`src/rtl/ioexp_in_filter.sv`:
```
`default_nettype none
// ============================================================================
// Module   : ioexp_in_filter
// Purpose  : Input conditioning for the 16-bit word read back from a
//            PCAL6416A I/O expander. Debounces every bit across successive
//            readbacks, latches sticky rise/fall events with per-bit irq
//            enables, and flags stale data when readbacks stop arriving.
// Ports    :
//   clk           in   1   system clock
//   reset         in   1   synchronous, active-high reset
//   sample        in   16  readback word from the expander controller
//   sample_valid  in   1   1-cycle strobe, sample holds a new readback
//   rise_en       in   16  per-bit enable of rise events into irq
//   fall_en       in   16  per-bit enable of fall events into irq
//   clr           in   16  per-bit clear mask for the sticky flags
//   clr_valid     in   1   1-cycle strobe, apply clr
//   level         out  16  debounced input levels
//   level_valid   out  1   high once the first sample has been taken
//   rise          out  16  sticky debounced 0->1 events
//   fall          out  16  sticky debounced 1->0 events
//   irq           out  1   OR of enabled sticky events
//   stale         out  1   no sample_valid for STALE_CYCLES cycles
// Revision : 1.0  initial release
// ============================================================================
module ioexp_in_filter #(
    parameter int          DEBOUNCE_SAMPLES = 3,
    parameter int          STALE_CYCLES     = 2**24,
    parameter int          STALE_BITS       = 25,
    parameter logic [15:0] INIT_LEVEL       = 16'h0000
) (
    input  logic        clk,
    input  logic        reset,
    input  logic [15:0] sample,
    input  logic        sample_valid,
    input  logic [15:0] rise_en,
    input  logic [15:0] fall_en,
    input  logic [15:0] clr,
    input  logic        clr_valid,
    output logic [15:0] level,
    output logic        level_valid,
    output logic [15:0] rise,
    output logic [15:0] fall,
    output logic        irq,
    output logic        stale
);

    localparam int                 c_cnt_w    = $clog2(DEBOUNCE_SAMPLES + 1);
    localparam logic [c_cnt_w-1:0] c_cnt_last = c_cnt_w'(DEBOUNCE_SAMPLES - 1);

    logic [15:0] r_level;
    logic        r_level_valid;
    logic [15:0] r_rise;
    logic [15:0] r_fall;

    logic [15:0] w_diff;
    logic [15:0] w_flip;
    logic [15:0] w_clr;
    logic        w_debounce;

    // Debouncing only starts once a reference level exists; the first
    // sample is loaded verbatim instead.
    assign w_debounce = r_level_valid && sample_valid;
    assign w_diff     = sample ^ r_level;
    assign w_clr      = clr_valid ? clr : 16'h0000;

    // ------------------------------------------------------------------
    // Per-bit run counters: count consecutive samples that disagree with
    // the current level; the bit flips on the DEBOUNCE_SAMPLES-th one.
    // ------------------------------------------------------------------
    for (genvar i = 0; i < 16; i++) begin : g_bit
        logic [c_cnt_w-1:0] r_cnt;

        assign w_flip[i] = w_debounce && w_diff[i] && (r_cnt == c_cnt_last);

        always_ff @(posedge clk) begin
            if (reset) begin
                r_cnt <= '0;
            end else if (w_debounce) begin
                if (!w_diff[i] || w_flip[i]) begin
                    r_cnt <= '0;
                end else begin
                    r_cnt <= r_cnt + 1'b1;
                end
            end
        end
    end

    // ------------------------------------------------------------------
    // Level and sticky event flags. A new event on a bit overrides a
    // clear arriving on that same bit in the same cycle.
    // ------------------------------------------------------------------
    always_ff @(posedge clk) begin
        if (reset) begin
            r_level       <= INIT_LEVEL;
            r_level_valid <= 1'b0;
            r_rise        <= 16'h0000;
            r_fall        <= 16'h0000;
        end else begin
            if (sample_valid && !r_level_valid) begin
                r_level       <= sample;
                r_level_valid <= 1'b1;
            end else begin
                r_level <= r_level ^ w_flip;
            end
            r_rise <= (r_rise & ~w_clr) | (w_flip & ~r_level);
            r_fall <= (r_fall & ~w_clr) | (w_flip &  r_level);
        end
    end

    // ------------------------------------------------------------------
    // Readback watchdog: counts idle cycles, saturating at STALE_CYCLES.
    // ------------------------------------------------------------------
    if (STALE_CYCLES > 0) begin : g_wd
        localparam logic [STALE_BITS-1:0] c_stale_max = STALE_BITS'(STALE_CYCLES);

        logic [STALE_BITS-1:0] r_wd_cnt;
        logic                  r_stale;

        always_ff @(posedge clk) begin
            if (reset) begin
                r_wd_cnt <= '0;
                r_stale  <= 1'b0;
            end else if (sample_valid) begin
                r_wd_cnt <= '0;
                r_stale  <= 1'b0;
            end else if (r_wd_cnt != c_stale_max) begin
                r_wd_cnt <= r_wd_cnt + 1'b1;
                // Stale tracks the counter's new value so it rises on the
                // same edge the counter reaches saturation.
                r_stale  <= ((r_wd_cnt + 1'b1) == c_stale_max);
            end
        end

        assign stale = r_stale;
    end else begin : g_no_wd
        assign stale = 1'b0;
    end

    assign level       = r_level;
    assign level_valid = r_level_valid;
    assign rise        = r_rise;
    assign fall        = r_fall;
    assign irq         = |((r_rise & rise_en) | (r_fall & fall_en));

endmodule
`default_nettype wire
```
`config.mk`:
```
export PLATFORM = sky130hd
export DESIGN_NAME = ioexp_in_filter
export DESIGN_NICKNAME = d
export VERILOG_FILES = /design/src/rtl/ioexp_in_filter.sv
export SDC_FILE = /design/constraint.sdc
export NUM_CORES = 1
export LEC_CHECK = 0
export BUFFER_PORTS_ARGS = -buffer_cell sky130_fd_sc_hd__buf_2
export CAP_MARGIN = 20
export CELL_PAD_IN_SITES_DETAIL_PLACEMENT = 1
export CELL_PAD_IN_SITES_GLOBAL_PLACEMENT = 2
export CORE_UTILIZATION = 35
export DETAILED_ROUTE_END_ITERATION = 16
export PLACE_DENSITY = 0.85
export SYNTH_ARGS = -nofsm -noshare
export SYNTH_HDL_FRONTEND = slang
export SYNTH_SLANG_ARGS = --single-unit
```
`constraint.sdc`:
```
create_clock -name clk -period 4.04 [get_ports clk]
set_input_delay 0.606 -clock clk [delete_from_list [all_inputs] [get_ports clk]]
set_output_delay 0.606 -clock clk [all_outputs]
set_load 0.01 [all_outputs]
```
Word-level counts from Yosys, hierarchy flattened
Cells that the tools add are included.

Flip-flop bits (word level): 107. Input port bits: 68. Output and inout bits: 51. Logic and storage cells: 157.

$add $sub $neg: 17. Equal/unequal tests: 18. Multiplexer cells: 18. Bitwise logic cells: 13. Reductions and logical operators: 69.

Operators with widths (number): $and A16 B16 Y16 (6); $or A16 B16 Y16 (3); $logic_and A1 B1 Y1 (34); $add A2 B1 Y2 const B (16); $eq A2 B2 Y1 const B (16); $mux W16 (2); $mux W2 (16); $not A16 Y16 (2); $xor A16 B16 Y16 (2); $add A25 B1 Y25 const B (1); $eq A25 B25 Y1 const B (1); $ne A25 B25 Y1 const B (1); $logic_not A1 Y1 (17); $logic_or A1 B1 Y1 (16); $reduce_or A16 Y1 (1); $reduce_or A2 Y1 (1).

Depth between registers and ports, before layout
Gate-level depths: netlist of the first run.

Word-level depth: 5. Mapped depth: 8. Depth with buffers taken out: 8.

Least setup slack after synthesis of the first run
Ideal clock, no wire load.

Path type: input to output. Start: input rise_en[10]. End: output irq. Arrival: 1.646 ns. Data required time: 3.434 ns. Path slack: 1.788 ns. Stages: 4. Buffers on the path: 0. Cells stage by stage: a22o_1 -> a221oi_1 -> nand3_1 -> or4_1.

Longest elaborated chain between the ends: 3.

Ends and longest elaborated chain: from (decl) (RTL line 35) `input logic [15:0] rise_en,`; $and A16 B16 Y16 (RTL line 143) `assign irq = |((r_rise & rise_en) | (r_fall & fall_en));`; $or A16 B16 Y16 (RTL line 143); $reduce_or A16 Y1 (RTL line 143); to (decl) (RTL line 43) `output logic irq,`.

Every way passes these cells.

Final worst setup path of the first run
Ends and elaborated chain as after synthesis.

==> out/metrics.cfg, run 1 <==
[status]
status = complete, no violations

[logic_synthesis]
async_flop_share_pct = 0
synth-seq-area-share_pct = 39.26
synthDistinctLibCells = 45
syn_inst = 638
synth_largest_area_cell = dfxtp_1
synthTopCellsByArea = dfxtp_1 (39%), ha_1 (12%), nor2_1 (7.5%)
synth.net_count = 757
synth-edff-count = 0
ys_seq_elements = 107
synth_top_area_share_pct = 39.26
syn_area_um2 = 5456
ys_warn_count = 0
syn_avg_cell_area_um2 = 8.552
synth_flop_cell = dfxtp_1

[floorplanning]
die_height_um = 126.9
die_area_um2 = 16090
ioPinCount = 119
fp.dieW_um = 126.9
initial_utilization_pct = 35.89
rows = 45
core_area_um2 = 15200

[clock_network]
cts_buffers = 9
cts_setup_buffers = 0
clk_latency_ps = 350
cts_tree = done
htreeDepth = 3
clockBufferDepth = 2
clk_pin_slew_ps = 70
cts_sinks = 107
root_buffer = clkbuf_16
cts-hold-fix-buffers = 0
cts_resized = 0

[final_layout]
diodes = 0
drive_above_1_share_pct = 20.24
multi_input_area_um2 = 3049
utilization_pct = 42.65
register_area_um2 = 2142
layout_commonest_cell = buf_2
syn_to_final_growth_pct = 18.83
fill_cells = 1827
nNetsFinal = 856
final_cell_mix = buf_2 (118), nor2_1 (109), dfxtp_1 (107)

[route]
routed_wirelength_mm = 15.44
first_iter_violations = 222
antenna_left = 0
drt-pass1-iter-count = 4
route.vias.total = 4860
wl_per_cell_um = 16.62
vias_per_cell = 5.231
drc = 0

[timing]
clock.fmax_mhz = 391.1
slew_headroom_pct = 33.16
drv_slew = 0
rsz0062_at_grt = no
setup_tns_ps = 0
skew_ps = 7.142
setup_viol = 0
final.min_clock_period_ps = 2557
hold_viol = 0
min_period_over_period_pct = 63.28
worst_slew_pin_slew_ps = 1002

[worst_setup_path]
timing.setup.critical_path_class = in -> out
critPathCaptureType = output pin
r2r_cells = 7
worst-path-buf-inv = 2
crit_path_max_fanout = 1
startpoint_type = input port
r2r-start = g_wd.r_wd_cnt[1]
cp.required_ps = 3430
path_cells = buf_2, a22o_1, a221oi_1, nand3_1, or4_1, buf_2
critPathMaxStageDelay_ps = 500
regToRegEndpoint = stale
cpMaxStageDelayCell = or4_1
crit_family = simple AND/OR/NAND/NOR gates
cp.arrival_ps = 1950
rrSetupSlack_ps = 1630
crit_top_cell = buf_2

[job]
cap_violations = 0

[global_route]
grt_pass1_wl_mm = 25.11
first_global_vias = 4929
grt_start_max_net_pins = 84
grt-ovfl-total = 0
antenna_found_initial = 0
grt_util_all_layers_pct = 19.91

[min_path]
hp-class = reg -> reg
min-delay-start = g_bit[11].r_cnt[0]
holdPathEnd = g_bit[11].r_cnt[0]
hold_depth = 2

[power]
p_sw_share_pct = 24.37
p_comb_share_pct = 9.0
vdd_drop_max_uv = 201.3
intPower_mw = 1.711
switchingPower_mw = 0.5516
power_mw = 2.263
p_leak_nw = 2.814
power.density_nw_per_um2 = 349.0
p_clk_share_pct = 42.2
p_seq_share_pct = 48.7

[placement]
hpwl_mm = 11.66
portBuffers = 118
globalplace.congestion = 0.8038

cell families after synthesis:
| family | Yosys count | synth area share [%] |
|---|---|---|
| flip-flops | 107 | 39.26 |
| XOR/XNOR | 43 | 6.902 |
| multiplexers | 4 | 0.9631 |
| AND/OR/NAND/NOR | 258 | 24.19 |
| adder cells (fa/ha/maj) | 51 | 11.69 |
| AO/OA/AOI/OAI | 108 | 12.02 |
| buffers and inverters | 67 | 4.976 |
power by group through the flow:
stage / clock network (mW) / logic (mW) / registers (mW)
6_report: 0.956 / 0.204 / 1.10
5_1_grt: 1.02 / 0.230 / 1.11
4_1_cts: 0.982 / 0.208 / 1.10
3_5_place_dp: 0 / 0.205 / 1.13
3_3_place_gp: 0 / 0.194 / 1.13
2_1_floorplan: 0 / 0.112 / 1.13
metrics by stage:
| step | cell area (um^2) | hold slack (ps) | setup WS, ps | instances |
|---|---|---|---|---|
| 4_1_cts | 6484 | 479.8 | 1442 | 929 |
| 3_5_place_dp | 6167 | 469.4 | 1449 | 914 |
| 6_report | 6484 | 479.0 | 1483 | 929 |
| 2_1_floorplan | 5456 | 449.7 | 1788 | 638 |
| 5_1_grt | 6484 | 511.7 | 1373 | 929 |
| 3_3_place_gp | 6167 | 456.5 | 1450 | 914 |
layer usage:
layer  track usage, %  share of wire [%]
met5                0                  0
met4            7.563                1.7
met3            3.290                3.9
met2            34.94                 50
met1            24.36                 45
flip-flops by register name, summed over array words and instances (netlist names):
register and cells:
g_bit.r_cnt 32, g_wd.r_wd_cnt 25, fall 16, level 16
rise 16, level_valid 1, stale 1
worst max path at each step:
| stage | from | to | slack [ps] | cells past startpoint |
|---|---|---|---|---|
| after detailed placement | rise_en[10] | irq | 1450 | 6 |
| after CTS | rise[13] | irq | 1440 | 5 |
| after global routing | rise[13] | irq | 1370 | 5 |
| after floorplan | rise_en[10] | irq | 1790 | 4 |
| after global placement | rise_en[10] | irq | 1450 | 6 |
| final | rise_en[10] | irq | 1480 | 6 |
synth_stat cells, types with 2 or more instances:
| cell type | count |
|---|---|
| nor2_1 | 109 |
| dfxtp_1 | 107 |
| a21oi_1 | 64 |
| ha_1 | 51 |
| inv_1 | 34 |
| nand2_1 | 28 |
| xnor2_1 | 23 |
| clkbuf_1 | 22 |
| nor4_1 | 22 |
| nor3_1 | 20 |
| xor2_1 | 20 |
| nand3_1 | 19 |
| a211oi_1 | 18 |
| a22oi_1 | 13 |
| and3_1 | 11 |
| nor3b_1 | 11 |
| nand4_1 | 8 |
| buf_2 | 7 |
| nand2b_1 | 7 |
| mux2i_1 | 3 |
| nor2b_1 | 3 |
| or2_2 | 3 |
| or3_1 | 3 |
| a221oi_1 | 2 |
| a22o_1 | 2 |
| a41oi_1 | 2 |
| and4_1 | 2 |
| buf_1 | 2 |
| nand3_2 | 2 |
| nand4_4 | 2 |
| nor4b_1 | 2 |
| o2111ai_1 | 2 |
| o21ai_0 | 2 |
worst reg2reg max path, stage by stage (launching register included):
cell	delay [ps]
dfxtp_1	500
ha_1	320
nand3_1	220
nor2_1	390
nand2_1	120
xnor2_1	170
or3_1	400
o31ai_1	210
area by class of cell:
cell class / instances / area share [%]
clock buffers: 10 / 3.686
multi-input cells: 464 / 47.03
flip-flops and latches: 107 / 33.04
well taps: 188 / 3.628
inverters: 34 / 1.968
repair buffers: 121 / 9.456
clock inverters: 5 / 1.196
Note: power is estimated with default switching activity, not from simulation.
==> run 2, diff against run 1 <==
--- a/config.mk
+++ b/config.mk
@@ -5,13 +5,14 @@
 export SDC_FILE = /design/constraint.sdc
 export NUM_CORES = 1
 export LEC_CHECK = 0
+export ABC_AREA = 1
 export BUFFER_PORTS_ARGS = -buffer_cell sky130_fd_sc_hd__buf_2
 export CAP_MARGIN = 20
 export CELL_PAD_IN_SITES_DETAIL_PLACEMENT = 1
 export CELL_PAD_IN_SITES_GLOBAL_PLACEMENT = 2
-export CORE_UTILIZATION = 35
+export CORE_UTILIZATION = 28
 export DETAILED_ROUTE_END_ITERATION = 16
-export PLACE_DENSITY = 0.85
+export PLACE_DENSITY = 0.76
 export SYNTH_ARGS = -nofsm -noshare
 export SYNTH_HDL_FRONTEND = slang
 export SYNTH_SLANG_ARGS = --single-unit
==> constraint.sdc (replaced) <==
create_clock -name clk -period 2.3 [get_ports clk]
set_input_delay 0.345 -clock clk [delete_from_list [all_inputs] [get_ports clk]]
set_output_delay 0.345 -clock clk [all_outputs]
set_load 0.01 [all_outputs]
==> out/metrics.cfg, run 2 <==
[status]
status = complete, no violations

[logic_synthesis]
synthDistinctLibCells = 28
ys_top_cells_by_count = inv_1 (133), nand2_1 (120), dfxtp_1 (107), a21oi_1 (92), nor2_1 (83)
yosysMostFrequentCell = inv_1
synthAdderAreaFrac_pct = 11.04
synthTopCellsByArea = dfxtp_1 (37%), ha_1 (11%), inv_1 (8.6%)
async_flop_share_pct = 0
synth_compound_area_share_pct = 15.54
synth_flop_cell = dfxtp_1
synth_largest_area_cell = dfxtp_1
synth.net_count = 909
synth-xor-area-share_pct = 3.636
synth-seq-area-share_pct = 37.06
syn_avg_cell_area_um2 = 7.317
yosys.area_share.simple_pct = 22.29
synth_top_family_by_area = simple AND/OR/NAND/NOR gates
syn_area_um2 = 5781
ys_seq_elements = 107
ys_warn_count = 0
synthMuxAreaShare_pct = 0
syn_inst = 790
synth_top_area_share_pct = 37.06
synth-edff-count = 0

[floorplanning]
initial_utilization_pct = 28.57
die_height_um = 145.7
ioPinCount = 119
core_area_um2 = 20230
die_area_um2 = 21220
fp.dieW_um = 145.7
rows = 52

[clock_network]
clk_latency_ps = 360
cts_setup_buffers = 0
cts_sinks = 107
cts_resized = 0
cts_tree = done
clk_pin_slew_ps = 80
cts-hold-fix-buffers = 0
clockBufferDepth = 2
htreeDepth = 3
root_buffer = clkbuf_16
cts_buffers = 9

[timing]
drv_slew = 0
setup_viol = 0
skew_ps = 11.65
setup_tns_ps = 0
hold_viol = 0
worst_slew_pin_slew_ps = 877.4
min_period_over_period_pct = 89.34
slew_headroom_pct = 41.44
final.min_clock_period_ps = 2055
rsz0062_at_grt = no
clock.fmax_mhz = 486.7
finalWorstSetupSlack_ps = 245.2

[placement]
globalplace.congestion = 0.7748
hpwl_mm = 13.73
place_area_um2 = 6696
portBuffers = 118
numPlacedInstances = 1163
dp_slack_ps = 348.3

[final_layout]
largest_register_ffs = 32
postLayoutCellArea_um2 = 7013
layout_commonest_cell = inv_1
reg_top3 = g_bit.r_cnt (32), g_wd.r_wd_cnt (25)
largest_register = g_bit.r_cnt
fin_cells = 1181
nNetsFinal = 1023
final_cell_mix = inv_1 (133), nand2_1 (120), buf_2 (118)
syn_to_final_growth_pct = 21.32
utilization_pct = 34.66
drive_above_1_share_pct = 18.48

[power]
power.density_nw_per_um2 = 564.8
vdd_drop_max_uv = 315.7
p_leak_nw = 3.101

[route]
drc = 0
routed_wirelength_mm = 17.35
antenna_left = 0
first_iter_violations = 141
wl_per_cell_um = 14.69
drt-pass1-iter-count = 4
vias_per_cell = 4.498
route.vias.total = 5312

[worst_setup_path]
crit_top_cell = nand2_1
cp.arrival_ps = 1710
startpoint_type = register
timing.setup.critical_path_class = reg -> out
critPathMaxStageDelay_ps = 330
path_cells = nand2_1, nand2_1, a221oi_1, nand2_1, nor3_1, buf_4, nand4_1, buf_2
worst-path-buf-inv = 2
crit_path_max_fanout = 3
cpMaxStageDelayCell = dfxtp_1
critPathCaptureType = output pin
cp.required_ps = 1960
crit_family = simple AND/OR/NAND/NOR gates

[global_route]
grt_pass1_wl_mm = 28.24
first_global_vias = 5490
grt-ovfl-total = 0
grt_util_all_layers_pct = 16.97
antenna_found_initial = 2
grt_start_max_net_pins = 53

[min_path]
hp-class = in -> reg

[job]
cap_violations = 0

## run 2: cell types whose count changed after synthesis, moves of 22 or more
| cell | delta |
|---|---|
| xnor2_1 | -22 |
| nor2_1 | -26 |
| o21ai_0 | +49 |
| nor4_1 | -22 |
| a21oi_1 | +28 |
| inv_1 | +99 |
| nand2_1 | +92 |
## run 2: area by class of cell
| cell class | instances | area (um^2) |
|---|---|---|
| Tap cell | 270 | 337.8 |
| Inverter | 136 | 510.5 |
| Antenna cell | 2 | 5.005 |
| Fill cell | 2543 | 13220 |
| Timing Repair Buffer | 127 | 670.6 |
| Clock inverter | 6 | 72.57 |
| Clock buffer | 10 | 239.0 |
| Sequential cell | 107 | 2142 |
| Multi-Input combinational cell | 523 | 3035 |
## run 2: logic make-up (layout without fill, tap and decap cells)
group | count (synthesis) | in the layout
AOI/OAI and AO/OA | 167 | 167
xor gates and xnor gates | 24 | 24
adders and majority gates | 51 | 51
buffers and inverters | 160 | 279
DFF | 107 | 107
other | 0 | 2
and+or+nand+nor | 281 | 281
## run 2: metal layers
layer | share of wire, % | GRT usage, %
met1 | 46 | 20.10
met2 | 50 | 30.72
met5 | 0 | 0
met3 | 2.8 | 4.013
met4 | 1.3 | 3.895
## run 2: metrics by stage
stage / hold WS (ps) / power [mW]
2_1_floorplan: 436.8 / 2.193
3_3_place_gp: 450.6 / 2.360
3_5_place_dp: 455.4 / 2.369
4_1_cts: 260.6 / 4.035
5_1_grt: 288.9 / 4.166
6_report: 286.7 / 3.961
## run 2: final timing paths
path	to	cells past startpoint	start	slack (ps)
setup reg to reg	stale	11	g_wd.r_wd_cnt[0]	330
setup / recovery	irq	8	fall[5]	250
hold / removal	level_valid	3	sample_valid	290
hold reg to reg	g_bit[14].r_cnt[0]	1	g_bit[14].r_cnt[0]	460
## run 2: worst min-delay path: stages
cell	delay, ps
buf_2	150
nor2_1	50
nor2_1	70
## run 2: power breakdown
| group | leakage, nW | internal [mW] | total [mW] | switching [mW] |
|---|---|---|---|---|
| registers | 0.868 | 1.90 | 1.94 | 0.0454 |
| logic | 2.08 | 0.148 | 0.379 | 0.230 |
| clock network | 0.155 | 0.889 | 1.64 | 0.753 |
==> run 3, diff against run 2 <==
--- a/config.mk
+++ b/config.mk
@@ -8,11 +8,9 @@
 export ABC_AREA = 1
 export BUFFER_PORTS_ARGS = -buffer_cell sky130_fd_sc_hd__buf_2
 export CAP_MARGIN = 20
-export CELL_PAD_IN_SITES_DETAIL_PLACEMENT = 1
-export CELL_PAD_IN_SITES_GLOBAL_PLACEMENT = 2
-export CORE_UTILIZATION = 28
+export CORE_UTILIZATION = 45
 export DETAILED_ROUTE_END_ITERATION = 16
-export PLACE_DENSITY = 0.76
+export PLACE_DENSITY = 0.69
 export SYNTH_ARGS = -nofsm -noshare
 export SYNTH_HDL_FRONTEND = slang
 export SYNTH_SLANG_ARGS = --single-unit
==> out/metrics.cfg, run 3 (synthesis gave the netlist of run 2 again) <==
[timing]
slew_headroom_pct = 63.62
worst_slew_pin_slew_ps = 545.1
final.min_clock_period_ps = 2109
skew_ps = 7.019
finalWorstSetupSlack_ps = 190.5
drv_slew = 0
min_period_over_period_pct = 91.72
setup_tns_ps = 0
clock.fmax_mhz = 474.1
setup_viol = 0
timing.hold.ws_ps = 257.8
hold_viol = 0
rsz0062_at_grt = no

[power]
switchingPower_mw = 0.9777
power.density_nw_per_um2 = 575.6
p_seq_share_pct = 49.0
p_sw_share_pct = 24.68
power_mw = 3.962
p_comb_share_pct = 9.2
p_leak_nw = 3.099
p_clk_share_pct = 41.8
intPower_mw = 2.984
vdd_drop_max_uv = 711.6

[clock_network]
cts_setup_buffers = 0
clockBufferDepth = 2
cts_buffers = 9
htreeDepth = 3
clk_latency_ps = 350
cts-hold-fix-buffers = 0
cts_sinks = 107
root_buffer = clkbuf_16
cts_tree = done
cts_resized = 0
clk_pin_slew_ps = 70

[route]
drt-pass1-iter-count = 5
vias_per_cell = 4.870
routed_wirelength_mm = 14.67
antenna_left = 0
wl_per_cell_um = 13.57
route.vias.total = 5264
first_iter_violations = 289
drc = 0

[job]
cap_violations = 0

[global_route]
antenna_found_initial = 0
first_global_vias = 4954
grt-ovfl-total = 0
grt_util_all_layers_pct = 23.22
grt_start_max_net_pins = 35
grt_pass1_wl_mm = 23.60

[placement]
hpwl_mm = 11.27
numPlacedInstances = 1065
place_area_um2 = 6561
globalplace.congestion = 0.9719
portBuffers = 118
dp_slack_ps = 381.4

[worst_setup_path]
critPathCaptureType = output pin
path_cells = nand2_1, nand2_1, a221oi_1, nand2_1, nor3_1, nand4_1, buf_2
r2r-start = g_wd.r_wd_cnt[0]
crit_top_cell = nand2_1
cp.arrival_ps = 1760
cpMaxStageDelayCell = dfxtp_1
critPathMaxStageDelay_ps = 330
cp.required_ps = 1960
timing.setup.critical_path_class = reg -> out
startpoint_type = register
crit_path_max_fanout = 3
critPathLaunch = fall[9]

[min_path]
hp-class = in -> reg
min-delay-start = sample_valid

[final_layout]
final_cell_mix = inv_1 (133), nand2_1 (120), buf_2 (118)
postLayoutCellArea_um2 = 6883
largest_register_ffs = 32
reg_top3 = g_bit.r_cnt (32), g_wd.r_wd_cnt (25)
utilization_pct = 54.76
nNetsFinal = 1023
drive_above_1_share_pct = 18.48
diodes = 0
fin_cells = 1081
layout_commonest_cell = inv_1
syn_to_final_growth_pct = 19.07
largest_register = g_bit.r_cnt

[floorplanning]
initial_utilization_pct = 45.99
fp.dieW_um = 115.3
die_area_um2 = 13300
die_height_um = 115.3
ioPinCount = 119
core_area_um2 = 12570
rows = 41

[status]
status = complete, no violations

## run 3: cell type report
cell class / count / area [um^2]
well taps: 172 / 215.2
clock buffers: 12 / 266.5
flip-flops and latches: 107 / 2142
repair buffers: 127 / 658.1
inverters: 136 / 510.5
clock inverters: 4 / 55.05
fillers: 1257 / 5685
multi-input cells: 523 / 3035
## run 3: path summary, 6_finish.rpt
path | slack (ps) | endpoint | cells past startpoint
worst min register to register | 460 | g_bit[13].r_cnt[0] | 1
worst max register to register | 370 | stale | 11
worst max-delay path | 190 | irq | 7
worst min-delay path | 260 | level_valid | 3
## run 3: critical path: cells and delay by family, from the launching register on
| kind | cells | cell delay (ps) |
|---|---|---|
| simple gates | 5 | 570 |
| buf+inv | 1 | 190 |
| compound gates | 1 | 330 |
| flops | 1 | 330 |
## run 3: per-layer routing
metal / vias to the layer above / wire length (um) / track usage [%]
met5: - / 0 / 0
met4: 0 / 261 / 7.186
met3: 22 / 530 / 5.061
met2: 109 / 7146 / 41.20
met1: 2376 / 6728 / 27.84
li1: 2757 / - / -
## run 3: power by group through the flow
stage          registers, mW  logic [mW]  clock network (mW)
2_1_floorplan           1.99       0.207                   0
3_3_place_gp            1.98       0.359                   0
3_5_place_dp            1.98       0.366                   0
4_1_cts                 1.94       0.368                1.69
5_1_grt                 1.95       0.417                1.77
6_report                1.94       0.366                1.65
